## src/rtl/noc_rr_packet_arbiter_pkg.sv

```systemverilog
// Shared definitions for the NoC output-port arbiter: state encoding, router
// port order, defaults and small index helpers.
package noc_arb_pkg;

    localparam int NUM_PORTS_DEF        = 5;
    localparam int FLITS_PER_PACKET_DEF = 8;
    localparam int MAX_PORTS            = 32;

    localparam int LOCAL = 0;
    localparam int NORTH = 1;
    localparam int SOUTH = 2;
    localparam int EAST  = 3;
    localparam int WEST  = 4;

    typedef enum logic {
        S_IDLE   = 1'b0,
        S_LOCKED = 1'b1
    } arb_state_e;

    // OR-reduction of set bit positions; exact for a one-hot or zero input.
    function automatic logic [4:0] onehot2idx(input logic [MAX_PORTS-1:0] oh);
        logic [4:0] idx;
        idx = '0;
        for (int i = 0; i < MAX_PORTS; i++)
            if (oh[i]) idx = idx | 5'(i);
        return idx;
    endfunction

    function automatic logic [4:0] ptr_inc(input logic [4:0] ptr, input int unsigned n);
        return (32'(ptr) >= n - 1) ? 5'd0 : ptr + 5'd1;
    endfunction

endpackage

```

## src/rtl/noc_rr_packet_arbiter_if.sv

```systemverilog
// Request/grant bundle between the input ports and one router output port.
interface noc_rr_packet_arbiter_if
    import noc_arb_pkg::*;
#(
    parameter int NUM_PORTS = NUM_PORTS_DEF,
    parameter int IDX_W     = $clog2(NUM_PORTS)
);
    logic [NUM_PORTS-1:0] request;
    logic [NUM_PORTS-1:0] req_tail;
    logic                 out_ready;
    logic [NUM_PORTS-1:0] grant_vec;
    logic [IDX_W-1:0]     grant_idx;
    logic                 grant_valid;
    logic                 write_request;
    logic                 packet_done;

    modport master (
        output request, req_tail, out_ready,
        input  grant_vec, grant_idx, grant_valid, write_request, packet_done
    );

    modport slave (
        input  request, req_tail, out_ready,
        output grant_vec, grant_idx, grant_valid, write_request, packet_done
    );
endinterface

```

## src/rtl/noc_rr_packet_arbiter_rr_priority_picker.sv

```systemverilog
// Combinational round-robin picker: first set request at or after the pointer,
// wrapping, found by a masked search over a doubled request vector.
module rr_priority_picker #(
    parameter int NUM_PORTS = 5,
    parameter int IDX_W     = $clog2(NUM_PORTS)
) (
    input  logic [NUM_PORTS-1:0] i_request,
    input  logic [IDX_W-1:0]     i_rr_ptr,
    output logic [NUM_PORTS-1:0] o_win_vec,
    output logic [IDX_W-1:0]     o_win_idx
);
    logic [IDX_W-1:0]       w_ptr;
    logic [2*NUM_PORTS-1:0] w_dbl;
    logic [2*NUM_PORTS-1:0] w_mask;
    logic [2*NUM_PORTS-1:0] w_masked;

    // Unused pointer codes of a non-power-of-2 port count behave as port 0.
    assign w_ptr = (int'(i_rr_ptr) >= NUM_PORTS) ? '0 : i_rr_ptr;

    always_comb begin
        int   pos;
        logic hit;
        pos       = 0;
        hit       = 1'b0;
        o_win_vec = '0;
        o_win_idx = '0;
        w_dbl     = {i_request, i_request};
        w_mask    = '0;
        for (int i = 0; i < 2*NUM_PORTS; i++)
            w_mask[i] = (i >= int'(w_ptr));
        w_masked = w_dbl & w_mask;
        for (int i = 2*NUM_PORTS-1; i >= 0; i--) begin
            if (w_masked[i]) begin
                hit = 1'b1;
                pos = i;
            end
        end
        if (hit) begin
            if (pos >= NUM_PORTS) pos = pos - NUM_PORTS;
            o_win_vec[pos] = 1'b1;
            o_win_idx      = IDX_W'(pos);
        end
    end
endmodule

```

## src/rtl/noc_rr_packet_arbiter.sv

```systemverilog
// Round-robin wormhole arbiter for one router output port: locks a winner for a
// whole packet and ends it on a flit count or a tail marker.
module noc_rr_packet_arbiter
    import noc_arb_pkg::*;
#(
    parameter int NUM_PORTS        = NUM_PORTS_DEF,
    parameter int FLITS_PER_PACKET = FLITS_PER_PACKET_DEF,
    parameter int TAIL_MODE        = 0,
    parameter int IDX_W            = $clog2(NUM_PORTS)
) (
    input  logic                    clk,
    input  logic                    reset,
    noc_rr_packet_arbiter_if.slave  bus
);
    localparam int CNT_W = $clog2(FLITS_PER_PACKET + 1);

    arb_state_e           r_state,    w_state_nxt;
    logic [IDX_W-1:0]     r_rr_ptr,   w_ptr_nxt;
    logic [NUM_PORTS-1:0] r_owner,    w_owner_nxt;
    logic [CNT_W-1:0]     r_flit_cnt, w_cnt_nxt;

    logic [NUM_PORTS-1:0] w_pick_vec;
    logic [IDX_W-1:0]     w_pick_idx;
    logic [IDX_W-1:0]     w_owner_idx;
    logic [NUM_PORTS-1:0] w_grant_vec;
    logic [IDX_W-1:0]     w_grant_idx;
    logic                 w_grant_valid;
    logic                 w_write;
    logic                 w_last;
    logic                 w_done;
    logic [IDX_W-1:0]     w_ptr_inc;

    rr_priority_picker #(
        .NUM_PORTS (NUM_PORTS),
        .IDX_W     (IDX_W)
    ) u_picker (
        .i_request (bus.request),
        .i_rr_ptr  (r_rr_ptr),
        .o_win_vec (w_pick_vec),
        .o_win_idx (w_pick_idx)
    );

    assign w_owner_idx = IDX_W'(onehot2idx(MAX_PORTS'(r_owner)));

    // Outputs are forced low while reset is held, even if requests are present.
    assign w_grant_vec   = reset ? '0 : (r_state == S_LOCKED) ? r_owner     : w_pick_vec;
    assign w_grant_idx   = reset ? '0 : (r_state == S_LOCKED) ? w_owner_idx : w_pick_idx;
    assign w_grant_valid = |w_grant_vec;
    assign w_write       = w_grant_valid & |(bus.request & w_grant_vec) & bus.out_ready;
    assign w_last        = (TAIL_MODE != 0) ? |(bus.req_tail & w_grant_vec)
                                            : (r_flit_cnt == CNT_W'(FLITS_PER_PACKET - 1));
    assign w_done        = w_write & w_last;
    assign w_ptr_inc     = IDX_W'(ptr_inc(5'(w_grant_idx), NUM_PORTS));

    always_ff @(posedge clk or posedge reset) begin
        if (reset) begin
            r_state    <= S_IDLE;
            r_rr_ptr   <= '0;
            r_owner    <= '0;
            r_flit_cnt <= '0;
        end else begin
            r_state    <= w_state_nxt;
            r_rr_ptr   <= w_ptr_nxt;
            r_owner    <= w_owner_nxt;
            r_flit_cnt <= w_cnt_nxt;
        end
    end

    always_comb begin
        w_state_nxt = r_state;
        w_ptr_nxt   = r_rr_ptr;
        w_owner_nxt = r_owner;
        w_cnt_nxt   = r_flit_cnt;
        if (w_done) begin
            // Covers a single-flit packet in IDLE too: no lock is ever taken.
            w_state_nxt = S_IDLE;
            w_ptr_nxt   = w_ptr_inc;
            w_owner_nxt = '0;
            w_cnt_nxt   = '0;
        end else begin
            if (w_write) w_cnt_nxt = r_flit_cnt + CNT_W'(1);
            if (r_state == S_IDLE && w_grant_valid) begin
                w_state_nxt = S_LOCKED;
                w_owner_nxt = w_pick_vec;
            end
        end
    end

    assign bus.grant_vec     = w_grant_vec;
    assign bus.grant_idx     = w_grant_idx;
    assign bus.grant_valid   = w_grant_valid;
    assign bus.write_request = w_write;
    assign bus.packet_done   = w_done;
endmodule

```

## src/flat_wrapper.sv

```systemverilog
// flat-port wrapper written by rule: the top's interface ports become plain ports
module noc_rr_packet_arbiter_flat import noc_arb_pkg::*;
#(
    parameter int NUM_PORTS        = NUM_PORTS_DEF,
    parameter int FLITS_PER_PACKET = FLITS_PER_PACKET_DEF,
    parameter int TAIL_MODE        = 0,
    parameter int IDX_W            = $clog2(NUM_PORTS)
)
  (clk, reset, bus_request, bus_req_tail, bus_out_ready, bus_grant_vec, bus_grant_idx, bus_grant_valid, bus_write_request, bus_packet_done);
  noc_rr_packet_arbiter_if #(.NUM_PORTS(NUM_PORTS), .IDX_W(IDX_W)) bus_i ();
  input  logic clk;
  input  logic reset;
  input wire logic [$bits(bus_i.request)-1:0] bus_request;
  input wire logic [$bits(bus_i.req_tail)-1:0] bus_req_tail;
  input wire logic [$bits(bus_i.out_ready)-1:0] bus_out_ready;
  output wire logic [$bits(bus_i.grant_vec)-1:0] bus_grant_vec;
  output wire logic [$bits(bus_i.grant_idx)-1:0] bus_grant_idx;
  output wire logic [$bits(bus_i.grant_valid)-1:0] bus_grant_valid;
  output wire logic [$bits(bus_i.write_request)-1:0] bus_write_request;
  output wire logic [$bits(bus_i.packet_done)-1:0] bus_packet_done;
  assign bus_i.request = bus_request;
  assign bus_i.req_tail = bus_req_tail;
  assign bus_i.out_ready = bus_out_ready;
  assign bus_grant_vec = bus_i.grant_vec;
  assign bus_grant_idx = bus_i.grant_idx;
  assign bus_grant_valid = bus_i.grant_valid;
  assign bus_write_request = bus_i.write_request;
  assign bus_packet_done = bus_i.packet_done;
  noc_rr_packet_arbiter #(.NUM_PORTS(NUM_PORTS), .FLITS_PER_PACKET(FLITS_PER_PACKET), .TAIL_MODE(TAIL_MODE), .IDX_W(IDX_W)) u_core (.clk(clk), .reset(reset), .bus(bus_i));
endmodule
```

## config.mk

```make
export PLATFORM = sky130hd
export DESIGN_NAME = noc_rr_packet_arbiter_flat
export DESIGN_NICKNAME = d
export VERILOG_FILES = /design/src/rtl/noc_rr_packet_arbiter_pkg.sv /design/src/rtl/noc_rr_packet_arbiter_if.sv /design/src/rtl/noc_rr_packet_arbiter_rr_priority_picker.sv /design/src/rtl/noc_rr_packet_arbiter.sv /design/src/flat_wrapper.sv
export SDC_FILE = /design/constraint.sdc
export NUM_CORES = 1
export LEC_CHECK = 0
export CORE_UTILIZATION = 28
export CTS_BUF_LIST = sky130_fd_sc_hd__clkbuf_16
export DETAILED_ROUTE_END_ITERATION = 6
export DONT_BUFFER_PORTS = 1
export PLACE_DENSITY_LB_ADDON = 0.3
export RECOVER_POWER = 25
export SETUP_SLACK_MARGIN = 0.5
export SYNTH_ARGS = -nofsm -noshare
export SYNTH_HDL_FRONTEND = slang
export SYNTH_SLANG_ARGS = --single-unit
```

## constraint.sdc

```tcl
create_clock -name clk -period 14.95 [get_ports clk]
set_clock_uncertainty 0.2 [all_clocks]
set_input_delay 4.485 -clock clk [delete_from_list [all_inputs] [get_ports clk]]
set_output_delay 4.485 -clock clk [all_outputs]
set_load 0.005 [all_outputs]
```

==> results of run 1 <==
layout make-up:
cell class | count | area (um^2)
clock inverter | 1 | 3.75
clock buffer | 3 | 75.1
inverter | 8 | 32.5
tap | 67 | 83.8
multi-input combinational | 141 | 1000
sequential | 13 | 325
fill | 539 | 3230
worst paths after layout:
kind,from,endpoint,slack (ps),cells after the start
max,bus_request[3],bus_packet_done,2230,14
min,u_core.r_flit_cnt[2]$_DFFE_PP0P_,u_core.r_flit_cnt[2]$_DFFE_PP0P_,300,1
max reg2reg,u_core.r_rr_ptr[1]$_DFFE_PP0P_,u_core.r_rr_ptr[2]$_DFFE_PP0P_,10110,16
min reg2reg,u_core.r_flit_cnt[2]$_DFFE_PP0P_,u_core.r_flit_cnt[2]$_DFFE_PP0P_,300,1
max in group asynchronous,reset,u_core.r_rr_ptr[1]$_DFFE_PP0P_,10150,1
min in group asynchronous,reset,u_core.r_owner[2]$_DFFE_PP0P_,4000,1
flip-flops by register name, indices dropped and copies added, names as in the netlist:
register,cells
u_core.r_rr_ptr,3
u_core.r_owner,5
u_core.r_flit_cnt,4
u_core.r_state,1
layer usage:
| metal | wire length (um) | share of wire, % | GRT usage, % | up-vias |
|---|---|---|---|---|
| met5 | 0 | 0 | 0 | - |
| met1 | 1680 | 48 | 20.4 | 597 |
| met4 | 32 | 0.91 | 4.58 | 0 |
| met3 | 179 | 5.1 | 1.94 | 4 |
| met2 | 1620 | 46 | 22.1 | 30 |
| li1 | - | - | - | 624 |
synthesized netlist by cell type, types with 2 or more instances:
master / number / area (um^2)
a22oi_1: 6 / 45.0
nor2b_1: 2 / 12.5
dfrtp_1: 13 / 325
a221o_1: 2 / 20.0
nor4_1: 2 / 12.5
inv_1: 7 / 26.3
nor3_1: 4 / 20.0
a22o_1: 3 / 26.3
o21a_1: 2 / 15.0
o21bai_1: 2 / 15.0
mux2_2: 2 / 22.5
a21o_1: 2 / 15.0
xnor2_1: 2 / 17.5
and2_1: 6 / 37.5
and3_1: 3 / 18.8
o21ai_0: 6 / 30.0
and4bb_1: 2 / 25.0
a31o_2: 2 / 17.5
nand3_1: 4 / 20.0
nand2_1: 13 / 48.8
buf_2: 3 / 15.0
nor2_1: 24 / 90.1
nand2b_1: 3 / 18.8
ha_1: 7 / 87.6
a211oi_1: 4 / 30.0
a21oi_1: 9 / 45.0
through the flow:
| step | cells | worst slack (ps) |
|---|---|---|
| after floorplan | 167 | 2630 |
| after global placement | 229 | 2250 |
| after detailed placement | 229 | 2270 |
| after CTS | 233 | 2250 |
| after global routing | 233 | 1940 |
| final | 233 | 2230 |
cells by family (layout without fill, tap and decap cells):
| group | after synthesis | in the layout |
|---|---|---|
| and+or+nand+nor | 73 | 73 |
| AOI/OAI and AO/OA | 54 | 54 |
| DFF | 13 | 13 |
| buffers and inverters | 13 | 12 |
| adders and majority gates | 7 | 7 |
| muxes | 4 | 4 |
| xor gates and xnor gates | 3 | 3 |
critical path, delay by kind of cell:
family / cells / cell delay [ps]
AOI/OAI and AO/OA: 5 / 1590
adders and majority gates: 2 / 530
and+or+nand+nor: 7 / 1410
report_power, final:
part / leakage (nW) / switching [mW] / total (mW) / internal [mW]
logic: 0.434 / 0.0323 / 0.0580 / 0.0257
registers: 0.168 / 0.0100 / 0.0539 / 0.0439
clock network: 0.0423 / 0.0151 / 0.0504 / 0.0353
total: 0.645 / 0.0574 / 0.162 / 0.105
==> flow_metrics.py, run 1 <==
metrics = {
    "timing": {
        "period_minus_slack_ps": 12720,
        "relSlewSlack_pct": 58.8,
        "hold_ws_ps": 295,
        "fmax_mhz": 78.6,
        "fin_crit_sh_pct": 85.1,
        "setup_viol": 0,
        "drv_slew": 0,
        "fin_tns_setup_ps": 0,
        "hold_violations": 0,
        "grt_setup_unrepaired": "no",
        "worst_pin_slew_ps": 617,
    },
    "route": {
        "avgRoutedWirePerCell_um": 15.1,
        "antenna_left": 0,
        "num_vias": 1255,
        "drt_first_iter_violations": 99,
        "dr.pass1.iters": 4,
        "avgViaCountPerCell": 5.39,
        "wl_um": 3520,
        "drc": 0,
    },
    "floorplan": {
        "die_x_um": 72.3,
        "start_util_pct": 29.1,
        "die_y_um": 72.3,
        "io_pins": 24,
        "coreArea_mm2": 0.00475,
        "die_area_mm2": 0.00523,
        "core.rowCount": 25,
    },
    "grt": {
        "grt_pass1_vias": 1189,
        "grt_pass1_wl_um": 5930,
        "grt_max_degree": 17,
        "grtUsageTotal_pct": 14.3,
        "grt-ovfl-total": 0,
        "antenna_found_initial": 0,
    },
    "yosys": {
        "syn_area_mm2": 0.00138,
        "netlist_instances": 167,
        "avgSynthCellArea_um2": 8.29,
        "synth_top_family_by_area": "compound AO/OA/AOI/OAI gates",
        "synthMuxAreaShare_pct": 3.53,
        "ys_warn_count": 0,
        "yosys.area_share.simple_pct": 28.5,
        "ys_seq_area_share_pct": 23.5,
        "synthFlopType": "dfrtp_1",
        "synth_edf_count": 0,
        "async_reset_ff_share_pct": 100,
        "synth_nets": 187,
        "synth_compound_area_share_pct": 32.0,
        "ys_seq_elements": 13,
        "synthAdderAreaFrac_pct": 6.33,
        "synth_cell_types": 58,
        "synth-xor-area-share_pct": 1.90,
    },
    "clock_network": {
        "cts.repair.resized": 0,
        "numCtsBuffers": 3,
        "insertion_delay_ps": 240,
        "cts.sinks": 13,
        "cts_buffer_depth": 2,
        "cts.clk_slew.worst_paths_ps": 40,
        "ctsHtreeMaxLevel": 1,
        "cts-root-buf": "clkbuf_16",
        "tritoncts": "done",
        "cts_setup_buffers": 0,
        "cts-hold-fix-buffers": 0,
    },
    "final_layout": {
        "antenna_cells": 0,
        "fin_util_pct": 32.0,
        "final_cell_mix": "24 x nor2_1, 13 x nand2_1, 13 x dfrtp_1, 9 x a21oi_1, 8 x inv_1",
        "area_growth_pct": 9.86,
        "layout.nets": 187,
        "layout_commonest_cell": "nor2_1",
        "design_area_mm2": 0.00152,
        "drive_gt1_share_pct": 12.7,
    },
    "placement": {
        "place_hpwl_um": 2660,
        "finalWeightedCongestion": 0.863,
        "numPortBuffers": 0,
        "placed_area_mm2": 0.00144,
    },
    "worst_setup_path": {
        "cp_slowest_stage_delay_ps": 460,
        "cp_max_fo": 9,
        "worst_setup_path_start_kind": "primary input",
        "cp_slowest_cell": "a211oi_1",
        "crit_type": "primary input to output port",
        "crit_required_ps": 10270,
        "crit_chain": "and4bb_1, nor3_2, o21ai_0, ha_1, nand2b_1, a31oi_1, nand2b_1, ha_1, and3_1, o21ai_0, a211oi_1, a2111o_1, nand3_1, nor2_4",
        "crit_arrival_ps": 8030,
        "end_kind": "output port",
    },
    "outcome": {
        "outcome": "finished clean",
    },
    "worst_hold_path": {
        "min_path_type": "flop to flop",
    },
    "power": {
        "powerDensity_mw_per_mm2": 107,
        "finalPower_mw": 0.162,
        "p_leak_nw": 0.645,
        "vdd_drop_max_uv": 69.8,
    },
    "job": {
        "drv_cap": 0,
    },
}
No activity file was read; power rests on OpenSTA's default activity.
==> run 2: changes to the inputs <==
ABC_AREA = 1   (was not set)
==> flow_metrics.py, run 2 <==
metrics = {
    "timing": {
        "worst_pin_slew_ps": 586,
        "period_minus_slack_ps": 11740,
        "hold_violations": 0,
        "relSlewSlack_pct": 60.9,
        "fmax_mhz": 85.2,
        "fin_crit_sh_pct": 78.5,
        "grt_setup_unrepaired": "no",
        "drv_slew": 0,
        "setup_viol": 0,
        "hold_ws_ps": 296,
        "fin_tns_setup_ps": 0,
        "setup_slack_ps": 3210,
    },
    "yosys": {
        "syn_area_mm2": 0.00137,
        "yosys.area_share.simple_pct": 49.9,
        "synth.largest_area_cell": "dfrtp_1",
        "async_reset_ff_share_pct": 100,
        "synthAdderAreaFrac_pct": 6.42,
        "ys_warn_count": 0,
        "ys_seq_area_share_pct": 23.8,
        "synth_top_area_share_pct": 23.8,
        "avgSynthCellArea_um2": 6.66,
        "synthFlopType": "dfrtp_1",
        "synth-xor-area-share_pct": 1.28,
        "synth_cell_types": 29,
        "netlist_instances": 205,
        "yosysMostFrequentCell": "nand2_1",
        "synth_top_family_by_area": "simple AND/OR/NAND/NOR gates",
        "synth_compound_area_share_pct": 6.97,
        "synthMuxAreaShare_pct": 0,
        "ys_seq_elements": 13,
        "yosys-top-cells-area": "dfrtp_1 24%, nand2_1 17%, inv_1 8.2%",
        "synth_edf_count": 0,
        "yosys-top-cells-count": "61 x nand2_1, 30 x inv_1, 18 x nand3_1, 16 x nor2_1, 13 x dfrtp_1",
        "synth_nets": 225,
    },
    "clock_network": {
        "cts.repair.resized": 0,
        "cts.clk_slew.worst_paths_ps": 50,
        "tritoncts": "done",
        "cts-hold-fix-buffers": 0,
        "cts.sinks": 13,
        "ctsHtreeMaxLevel": 1,
        "cts_buffer_depth": 2,
        "cts_setup_buffers": 0,
        "cts-root-buf": "clkbuf_16",
        "insertion_delay_ps": 240,
        "numCtsBuffers": 3,
    },
    "floorplan": {
        "io_pins": 24,
        "start_util_pct": 29.1,
        "core.rowCount": 25,
        "coreArea_mm2": 0.00469,
        "die_x_um": 71.8,
        "die_y_um": 71.8,
        "die_area_mm2": 0.00516,
    },
    "final_layout": {
        "regMostFlops": "u_core.r_owner",
        "design_area_mm2": 0.00150,
        "fin_util_pct": 31.9,
        "layout_commonest_cell": "nand2_1",
        "final_cell_count_no_fill": 261,
        "final_cell_mix": "61 x nand2_1, 31 x inv_1, 18 x nand3_1, 16 x nor2_1, 13 x dfrtp_1",
        "area_growth_pct": 9.53,
        "reg_top3": "u_core.r_owner: 5 flops, u_core.r_flit_cnt: 4 flops, u_core.r_rr_ptr: 3 flops",
        "drive_gt1_share_pct": 18.8,
        "antenna_cells": 0,
        "largest_register_ffs": 5,
        "layout.nets": 228,
    },
    "worst_setup_path": {
        "crit_required_ps": 10270,
        "crit_type": "primary input to output port",
        "cp_max_fo": 16,
        "crit_arrival_ps": 7050,
        "worstReg2RegStart": "u_core.r_rr_ptr[1]$_DFFE_PP0P_",
        "reg2reg_to": "u_core.r_owner[4]$_DFFE_PP0P_",
        "worst_setup_path_start_kind": "primary input",
        "reg2reg_slack_ps": 11400,
        "rr_worst_depth": 24,
        "end_kind": "output port",
    },
    "placement": {
        "finalWeightedCongestion": 0.788,
        "dp_cells": 257,
        "place_hpwl_um": 2380,
        "placed_area_mm2": 0.00142,
        "place_ws_ps": 3210,
        "numPortBuffers": 0,
    },
    "grt": {
        "grt_max_degree": 18,
        "antenna_found_initial": 0,
        "grt_pass1_wl_um": 5130,
        "grt_pass1_vias": 1110,
        "grt-ovfl-total": 0,
        "grtUsageTotal_pct": 12.3,
    },
    "route": {
        "num_vias": 1221,
        "wl_um": 2950,
        "avgViaCountPerCell": 4.68,
        "avgRoutedWirePerCell_um": 11.3,
        "antenna_left": 0,
        "drt_first_iter_violations": 63,
        "dr.pass1.iters": 4,
        "drc": 0,
    },
    "worst_hold_path": {
        "hold-path-cell-count": 2,
        "min_from": "u_core.r_owner[3]$_DFFE_PP0P_",
        "min_path_type": "flop to flop",
        "hold_end": "u_core.r_owner[3]$_DFFE_PP0P_",
    },
    "job": {
        "drv_cap": 0,
    },
    "power": {
        "powerDensity_mw_per_mm2": 120,
        "finalPower_mw": 0.179,
        "p_leak_nw": 0.870,
        "vdd_drop_max_uv": 79.5,
    },
    "outcome": {
        "outcome": "finished clean",
    },
}
==> run 2: cell types whose count changed in the layout (fill, tap and decap cells not counted), moves of 5 or more <==
cell	delta
a21oi_1	-7
nor2_1	-8
a22oi_1	-6
inv_1	+23
nand3_1	+14
inv_2	+7
nand2_1	+48
nand3_2	+5
nand2_2	+5
and2_1	-6
==> run 2: layout make-up <==
cell class	instances	area, um^2
clock inverters	1	3.75
fillers	526	3200
multi-input cells	152	881
well taps	54	67.6
clock buffers	3	75.1
flip-flops and latches	13	325
inverters	38	143
==> run 2: how the worst max path moves through the flow <==
stage	startpoint	to	slack, ps	depth (start not counted)
after floorplan	bus_request[4]	bus_packet_done	3700	18
after detailed placement	bus_request[4]	bus_packet_done	3210	18
after CTS	bus_request[4]	bus_packet_done	3180	18
after global routing	bus_request[4]	bus_packet_done	2880	18
final	bus_request[4]	bus_packet_done	3210	18
after global placement	bus_request[4]	bus_packet_done	3220	18
==> run 2: power breakdown <==
part           internal (mW)  total (mW)  switching (mW)  leakage [nW]
clock network         0.0352      0.0495          0.0143        0.0423
registers             0.0449      0.0540         0.00908         0.171
logic                 0.0268      0.0757          0.0489         0.657
==> run 2: routing by layer <==
layer	vias up	share of wire, %	global-route usage (%)
met5	-	0	0
met4	0	0	1.31
met3	0	5.4	2.53
met2	28	42	18.4
met1	542	53	18.8
li1	651	-	-
==> run 2: cells by family after synthesis <==
logic type / after synthesis
simple gates: 128
buf+inv: 40
compound gates: 15
flops: 13
fa+ha+maj: 7
xor+xnor: 2
==> run 2: critical path, stage by stage <==
cell and delay (ps):
inv_1 140, nand3_2 150, inv_1 90, nand4_2 240, ha_1 320, nand3b_1 150
o21ai_0 160, ha_1 200, o21ai_0 110, nor2_2 160, nand2_1 90, nand2_1 80
nand2_2 110, nor2_4 120, nor2_4 50, nand2_4 80, nand3_4 170, clkinv_1 140
==> run 3: changes to the inputs <==
clock period = 11.5 ns   (was 14.95 ns; I/O delays follow)
==> flow_metrics.py, run 3 (synthesis gave the netlist of run 2 again) <==
metrics = {
    "final_layout": {
        "layout.nets": 228,
        "area_growth_pct": 9.53,
        "antenna_cells": 0,
        "regArea_um2": 325,
        "multiInputGateArea_um2": 881,
        "regMostFlops": "u_core.r_owner",
        "fin_util_pct": 31.9,
        "reg_top3": "u_core.r_owner: 5 flops, u_core.r_flit_cnt: 4 flops, u_core.r_rr_ptr: 3 flops",
        "final_cell_mix": "61 x nand2_1, 31 x inv_1, 18 x nand3_1, 16 x nor2_1, 13 x dfrtp_1",
        "layout_commonest_cell": "nand2_1",
        "drive_gt1_share_pct": 18.8,
        "largest_register_ffs": 5,
        "nFillCells": 510,
    },
    "outcome": {
        "outcome": "finished clean",
    },
    "worst_hold_path": {
        "hold-path-cell-count": 2,
        "hold_end": "u_core.r_owner[3]$_DFFE_PP0P_",
        "min_path_type": "flop to flop",
        "min_from": "u_core.r_owner[3]$_DFFE_PP0P_",
    },
    "placement": {
        "finalWeightedCongestion": 0.789,
        "numPortBuffers": 0,
        "place_hpwl_um": 2360,
    },
    "floorplan": {
        "die_y_um": 71.8,
        "coreArea_mm2": 0.00469,
        "core.rowCount": 25,
        "die_x_um": 71.8,
        "io_pins": 24,
        "die_area_mm2": 0.00516,
        "start_util_pct": 29.1,
    },
    "worst_setup_path": {
        "cp_max_fo": 16,
        "worst_setup_path_start_kind": "primary input",
        "crit_family": "simple AND/OR/NAND/NOR gates",
        "rr_worst_depth": 24,
        "reg2reg_slack_ps": 7950,
        "crit_buf_inv": 3,
        "crit_type": "primary input to output port",
        "end_kind": "output port",
        "crit_required_ps": 7850,
        "crit_arrival_ps": 6010,
        "worstReg2RegStart": "u_core.r_rr_ptr[0]$_DFFE_PP0P_",
        "crit_chain": "inv_1, nand3_2, inv_1, nand4_2, ha_1, nand3b_1, o21ai_0, ha_1, o21ai_0, nor2_2, nand2_1, nand2_1, nand2_2, nor2_4, nor2_4, nand2_4, nand3_4, clkinv_1",
        "cp_slowest_cell": "ha_1",
        "reg2reg_to": "u_core.r_owner[4]$_DFFE_PP0P_",
        "cp_slowest_stage_delay_ps": 320,
    },
    "timing": {
        "setup_viol": 0,
        "grt_setup_unrepaired": "no",
        "drv_slew": 0,
        "fin_crit_sh_pct": 84.0,
        "fin_tns_setup_ps": 0,
        "worst_pin_slew_ps": 607,
        "period_minus_slack_ps": 9660,
        "fmax_mhz": 103,
        "relSlewSlack_pct": 59.5,
        "hold_violations": 0,
    },
    "grt": {
        "grt_pass1_vias": 1148,
        "grt_pass1_wl_um": 5110,
        "grt-ovfl-total": 0,
        "grt_max_degree": 18,
        "grtUsageTotal_pct": 12.6,
        "antenna_found_initial": 0,
    },
    "clock_network": {
        "cts.repair.resized": 0,
        "tritoncts": "done",
        "cts-root-buf": "clkbuf_16",
        "cts.sinks": 13,
        "cts-hold-fix-buffers": 0,
        "insertion_delay_ps": 240,
        "ctsHtreeMaxLevel": 1,
        "cts.clk_slew.worst_paths_ps": 40,
        "numCtsBuffers": 3,
        "cts_setup_buffers": 0,
        "cts_buffer_depth": 2,
    },
    "job": {
        "drv_cap": 0,
    },
    "route": {
        "avgRoutedWirePerCell_um": 11.3,
        "drc": 0,
        "drt_first_iter_violations": 49,
        "num_vias": 1249,
        "antenna_left": 0,
        "avgViaCountPerCell": 4.79,
        "dr.pass1.iters": 4,
        "wl_um": 2940,
    },
    "power": {
        "p_leak_nw": 0.870,
        "powerDensity_mw_per_mm2": 156,
        "vdd_drop_max_uv": 82.3,
    },
}
## run 3: worst register-to-register path: cells and delay by family (launching register included)
kind,cells,cell delay [ps]
and+or+nand+nor,14,1420
adders and majority gates,2,440
buffers and inverters,4,370
DFF,1,410
AOI/OAI and AO/OA,4,610
## run 3: through the flow
stage	cell area, um^2	power, mW	hold slack, ps	worst slack, ps	instances
6_report	1500	0.233	293	1840	261
5_1_grt	1500	0.256	305	1510	261
3_3_place_gp	1420	0.169	281	1840	257
2_1_floorplan	1370	0.151	264	2320	205
4_1_cts	1500	0.237	295	1800	261
3_5_place_dp	1420	0.170	286	1830	257
## run 3: per-layer routing
metal	up-vias	GRT usage [%]	part of all wire, %
li1	651	-	-
met1	558	17.8	51
met2	36	18.8	41
met3	4	3.80	6.5
met4	0	3.27	0.48
met5	-	0	0
## run 3: worst max-delay path by stage
stage | to | cells past startpoint | from
2_1_floorplan | bus_packet_done | 18 | bus_request[4]
3_3_place_gp | bus_packet_done | 18 | bus_request[4]
4_1_cts | bus_packet_done | 18 | bus_request[4]
6_report | bus_packet_done | 18 | bus_request[4]
3_5_place_dp | bus_packet_done | 18 | bus_request[4]
5_1_grt | bus_packet_done | 18 | bus_request[4]
## run 3: cell type report
type,instances,share of cell area [%]
Clock buffer,3,5.02
Multi-Input combinational cell,152,58.9
Sequential cell,13,21.8
Clock inverter,1,0.251
Tap cell,54,4.52
Inverter,38,9.54
## run 3: power by group
group | total (mW) | switching, mW | internal (mW)
Clock | 0.0653 | 0.0195 | 0.0459
Sequential | 0.0697 | 0.0113 | 0.0584
Combinational | 0.0982 | 0.0634 | 0.0348
